### src/rtl/store_commit_unit.sv
// rtl/store_commit_unit.sv - commits the ROB-head store to memory with lane shifting, timeout and error flags
//
// Purpose:
//   Takes the store at the head of the ROB, checks its alignment and
//   drives one write request with lane-shifted data and byte strobes. It
//   waits for the memory ack, or gives up after ACK_TIMEOUT cycles, and
//   then pulses store_read_out once so the ROB advances its head.
//
// Ports:
//   clk_in            rising-edge clock
//   rst_in            asynchronous active-low reset
//   store_valid_in    ROB head holds a ready store (level)
//   store_addr_in     store byte address
//   store_data_in     store data, LSB-aligned
//   store_size_in     00 byte, 01 half, 10 word, 11 illegal
//   store_read_out    one-cycle "head store done" pulse
//   mem_req_out       write request
//   mem_addr_out      word-aligned write address
//   mem_wdata_out     lane-shifted write data
//   mem_wstrb_out     byte enables (zero when not requesting)
//   mem_ack_in        memory accepted the write
//   busy_out          unit is not idle
//   misalign_err_out  sticky: misaligned or illegal-size store seen
//   timeout_err_out   sticky: ack timeout seen
//   store_count_out   saturating count of successfully written stores
module store_commit_unit #(
  parameter int ACK_TIMEOUT = 64,
  parameter int CNT_W       = 16
) (
  input  logic             clk_in,
  input  logic             rst_in,
  input  logic             store_valid_in,
  input  logic [31:0]      store_addr_in,
  input  logic [31:0]      store_data_in,
  input  logic [1:0]       store_size_in,
  output logic             store_read_out,
  output logic             mem_req_out,
  output logic [31:0]      mem_addr_out,
  output logic [31:0]      mem_wdata_out,
  output logic [3:0]       mem_wstrb_out,
  input  logic             mem_ack_in,
  output logic             busy_out,
  output logic             misalign_err_out,
  output logic             timeout_err_out,
  output logic [CNT_W-1:0] store_count_out
);

  localparam int            TW    = $clog2(ACK_TIMEOUT + 1);
  localparam logic [TW-1:0] TLAST = TW'(ACK_TIMEOUT - 1);

  typedef enum logic [1:0] {
    ST_IDLE   = 2'd0,
    ST_REQ    = 2'd1,
    ST_RETIRE = 2'd2
  } state_t;

  state_t           r_state;
  state_t           w_state_nxt;
  logic [31:0]      r_addr;
  logic [31:0]      r_data;
  logic [1:0]       r_size;
  logic [TW-1:0]    r_cyc;
  logic             r_misalign;
  logic             r_timeout;
  logic [CNT_W-1:0] r_count;

  logic             w_legal;
  logic             w_in_req;
  logic             w_timeout_hit;
  logic [3:0]       w_mask;
  logic [3:0]       w_strb_sh;
  logic [31:0]      w_wdata_sh;

  // Legality is judged on the incoming store so an illegal one can skip REQ.
  always_comb begin
    w_legal = 1'b0;
    case (store_size_in)
      2'b00:   w_legal = 1'b1;
      2'b01:   w_legal = ~store_addr_in[0];
      2'b10:   w_legal = (store_addr_in[1:0] == 2'b00);
      default: w_legal = 1'b0;
    endcase
  end

  always_comb begin
    w_mask = 4'b1111;
    case (r_size)
      2'b00:   w_mask = 4'b0001;
      2'b01:   w_mask = 4'b0011;
      default: w_mask = 4'b1111;
    endcase
  end

  assign w_in_req      = (r_state == ST_REQ);
  // Ack wins over timeout when both land in the last allowed cycle.
  assign w_timeout_hit = w_in_req && !mem_ack_in && (r_cyc == TLAST);
  assign w_strb_sh     = w_mask << r_addr[1:0];
  assign w_wdata_sh    = r_data << {r_addr[1:0], 3'b000};

  always_ff @(posedge clk_in or negedge rst_in) begin
    if (!rst_in) r_state <= ST_IDLE;
    else         r_state <= w_state_nxt;
  end

  always_comb begin
    w_state_nxt    = r_state;
    mem_req_out    = 1'b0;
    store_read_out = 1'b0;
    busy_out       = 1'b1;
    case (r_state)
      ST_IDLE: begin
        busy_out = 1'b0;
        if (store_valid_in) w_state_nxt = w_legal ? ST_REQ : ST_RETIRE;
      end
      ST_REQ: begin
        mem_req_out = 1'b1;
        if (mem_ack_in || w_timeout_hit) w_state_nxt = ST_RETIRE;
      end
      ST_RETIRE: begin
        // No capture here: the ROB head only advances after this pulse.
        store_read_out = 1'b1;
        w_state_nxt    = ST_IDLE;
      end
      default: begin
        busy_out    = 1'b0;
        w_state_nxt = ST_IDLE;
      end
    endcase
  end

  always_ff @(posedge clk_in or negedge rst_in) begin
    if (!rst_in) begin
      r_addr     <= '0;
      r_data     <= '0;
      r_size     <= '0;
      r_cyc      <= '0;
      r_misalign <= 1'b0;
      r_timeout  <= 1'b0;
      r_count    <= '0;
    end else begin
      if (r_state == ST_IDLE && store_valid_in) begin
        r_addr <= store_addr_in;
        r_data <= store_data_in;
        r_size <= store_size_in;
        if (!w_legal) r_misalign <= 1'b1;
      end
      // Held at zero in IDLE, so it is always clear on entry to REQ.
      if (r_state == ST_IDLE)  r_cyc <= '0;
      else if (w_in_req)       r_cyc <= r_cyc + TW'(1);
      if (w_in_req && mem_ack_in) begin
        if (r_count != {CNT_W{1'b1}}) r_count <= r_count + CNT_W'(1);
      end else if (w_timeout_hit) begin
        r_timeout <= 1'b1;
      end
    end
  end

  assign mem_addr_out     = w_in_req ? {r_addr[31:2], 2'b00} : 32'd0;
  assign mem_wdata_out    = w_in_req ? w_wdata_sh : 32'd0;
  assign mem_wstrb_out    = w_in_req ? w_strb_sh : 4'd0;
  assign misalign_err_out = r_misalign;
  assign timeout_err_out  = r_timeout;
  assign store_count_out  = r_count;

endmodule

### config.mk
export PLATFORM = sky130hd
export DESIGN_NAME = store_commit_unit
export DESIGN_NICKNAME = d
export VERILOG_FILES = /design/src/rtl/store_commit_unit.sv
export SDC_FILE = /design/constraint.sdc
export NUM_CORES = 1
export LEC_CHECK = 0
export ABC_AREA = 1
export CORE_UTILIZATION = 42
export DETAILED_ROUTE_END_ITERATION = 10
export PLACE_DENSITY = 0.77
export SYNTH_ARGS = -nofsm -noshare
export SYNTH_HDL_FRONTEND = slang
export SYNTH_SLANG_ARGS = --single-unit
### constraint.sdc
create_clock -name clk_in -period 1.75 [get_ports clk_in]
set_clock_uncertainty 0.1 [all_clocks]
set_input_delay 0.35 -clock clk_in [delete_from_list [all_inputs] [get_ports clk_in]]
set_output_delay 0.35 -clock clk_in [all_outputs]
set_load 0.005 [all_outputs]
==> results_dict.tcl <==
set metrics [dict create \
    synth_area_leaders "dfrtp_1 48%, nand2_1 23%, inv_1 4.6%" \
    r2r_slack_ns 0.04 \
    maxCapViolations 0 \
    postSynthCellCount 668 \
    r2r-end "r_cyc[6]$_DFFE_PN0P_" \
    dpl.hpwl_mm 10.4 \
    synth_cell_type_count 33 \
    yosysTopAreaCellShare_pct 47.9 \
    critical_path_arrival_ns 1.85 \
    met3_usage_pct 5.51 \
    layout_common_cells "293 x nand2_1, 90 x dfrtp_1, 74 x clkdlybuf4s50_1, 65 x buf_4, 57 x inv_1" \
    reg2reg_depth 10 \
    setup_viol 68 \
    fmax_ghz 0.435 \
    hold_class "in2async" \
    fillers 864 \
    yosys.area_share.simple_pct 32.8 \
    hold_violations 0 \
    via_per_inst 5.19 \
    totalWireLength_mm 16.0 \
    drc 0 \
    start_kind "register" \
    rsz0062_at_grt "true" \
    cpMaxStageDelayCell "dfrtp_1" \
    antenna_cells 0 \
    cts.sinks 93 \
    path_buf_inv 5 \
    start_util_pct 44.0 \
    slew_violations 0 \
    critical_path_class "reg2out" \
    cp_cell_sequence "inv_2 > ha_4 > inv_4 > nor2_4 > inv_4 > bufbuf_16 > o32ai_2 > buf_2" \
    first_global_vias 5355 \
    critPathRequiredTime_ns 1.30 \
    gp_congestion 0.928 \
    cts_tree "done" \
    coreArea_sq_um 11000 \
    grt_pass1_wl_mm 24.8 \
    cts-root-buf "clkbuf_16" \
    synth_top_family_by_area "simple AND/OR/NAND/NOR gates" \
    synth_warnings 0 \
    layout_commonest_cell "nand2_1" \
    max_stage_delay_ns 0.39 \
    ys_seq_area_share_pct 47.9 \
    rows 38 \
    ant_nets 0 \
    muxShareOfSynthArea_pct 1.03 \
    period_share_pct 131 \
    violations "negative setup slack" \
    crit_family "buffers and inverters" \
    die-area_sq_um 12000 \
    crit_fanout 6 \
    netlist_area_sq_um 4850 \
    grt-ovfl-total 0 \
    synth_compound_area_share_pct 7.53 \
    area_delta_synth_final_pct 57.3 \
    grt_max_degree 55 \
    antenna_found_initial 0 \
    critPathCaptureType "output port" \
    post-route-util_pct 69.2 \
    peakVddDrop_mv 0.648 \
    status "finished, violations left" \
    first_iter_violations 383 \
    p_leak_nw 4.05 \
    powerDensity_nw_per_um2 1350 \
    clk_path_buf_depth 2 \
    synth_top_area_cell "dfrtp_1" \
    synth-xor-area-share_pct 1.26 \
    via_count 5374 \
    yosys_register_bits 93 \
    cts_buffers 9 \
    use_met2_pct 45.1 \
    numPortBuffers 156 \
    avgRoutedWirePerCell_um 15.5 \
    fin_crit_ns 2.30 \
    fin_nets 966 \
    regToRegStartpoint "r_state[1]$_DFFE_PN0P_" \
    clk_latency_ns 0.34 \
    die_w_um 110 \
    cp_common_cell "inv_4" \
    clk_pin_slew_ns 0.07 \
    pre_cts_ws_ns -0.527 \
    drt_first_pass_iters 7 \
    h-tree-depth 3 \
    syn_area_per_cell_sq_um 7.27 \
    setup_ws_ns -0.551 \
    io_pins 159 \
    track_usage_pct 27.0 \
    die_h_um 110 \
    grt_busiest_layer "met2" \
    synthAdderAreaFrac_pct 1.29 \
    totalPowerFinal_w 0.0103 \
    drive_gt1_share_pct 25.3 \
    grt_use_met1_pct 31.8 \
]
[metrics by stage]
step	hold slack [ns]	std cells	instance area [sq um]	TNS [ns]
after floorplan	-0.0456	669	4890	0
after global placement	0.185	988	6960	-22.03
after detailed placement	0.192	988	6960	-23.44
after global routing	0.398	1035	7640	-24.69
final	0.357	1035	7640	-20.65
after CTS	0.363	1026	7540	-18.58
[registers in the layout, summed over array words and instances (netlist names)]
register          count
misalign_err_out      1
r_addr               32
r_cyc                 7
r_data               32
r_size                2
r_state               2
store_count_out      16
timeout_err_out       1
[report_power, final]
group,internal (W),switching [W]
registers,0.00296,0.000560
logic,0.00230,0.00266
clock network,0.000968,0.000851
[worst max path at each step]
stage                                 from                end  cells after the start
CTS                 r_state[1]$_DFFE_PN0P_  mem_wdata_out[26]                      8
global route        r_state[1]$_DFFE_PN0P_  mem_wdata_out[26]                      8
global placement    r_state[1]$_DFFE_PN0P_  mem_wdata_out[26]                      8
finish              r_state[1]$_DFFE_PN0P_  mem_wdata_out[26]                      8
floorplan           r_state[1]$_DFFE_PN0P_  mem_wdata_out[29]                      7
detailed placement  r_state[1]$_DFFE_PN0P_  mem_wdata_out[25]                      8
[repair_timing]
action                                  4_1_cts  5_1_grt
pin swaps                                    11        5
resized for setup                           312       14
endpoints found under the setup margin       98       95
endpoints found under the hold margin        22        0
setup buffers                                20       10
cloned                                        2        3
hold buffers                                  1        0
[area by class of cell]
class | instances | area (sq um) | share of cell area (%)
repair buffers | 240 | 2200 | 28.9
inverters | 67 | 267 | 3.49
multi-input cells | 480 | 2390 | 31.3
well taps | 140 | 175 | 2.29
clock buffers | 9 | 225 | 2.95
clock inverters | 6 | 46.3 | 0.606
flip-flops and latches | 93 | 2330 | 30.5
[synthesized netlist by cell type]
cell,number
a21oi_1,6
a221oi_1,1
buf_1,5
buf_2,2
buf_4,2
buf_6,2
clkbuf_1,20
conb_1,1
dfrtp_1,93
ha_1,5
inv_1,60
inv_2,7
mux2i_1,5
nand2_1,296
nand2_2,1
nand2_4,1
nand3_1,30
nand3_2,1
nand3b_1,1
nand4_1,5
nor2_1,60
nor2_2,1
nor2_4,1
nor3_1,3
o21ai_0,32
o21ai_1,2
o21ai_4,2
o21bai_1,2
o22ai_1,2
o32ai_1,11
or2_2,1
xnor2_1,4
xor2_1,3
[metal layers]
| metal | vias up | wire, um |
|---|---|---|
| li1 | 2513 | - |
| met1 | 2496 | 6290 |
| met2 | 286 | 7560 |
| met3 | 79 | 1230 |
| met4 | 0 | 909 |
| met5 | - | 0 |
[cells by family (layout without fill, tap and decap cells)]
logic type / count (synthesis) / count (layout)
mux: 5 / 5
flops: 93 / 93
compound gates: 58 / 59
fa+ha+maj: 5 / 5
buf+inv: 98 / 322
simple gates: 401 / 402
other cells: 1 / 2
xor+xnor: 7 / 7
Note: power is estimated with default switching activity, not from simulation.
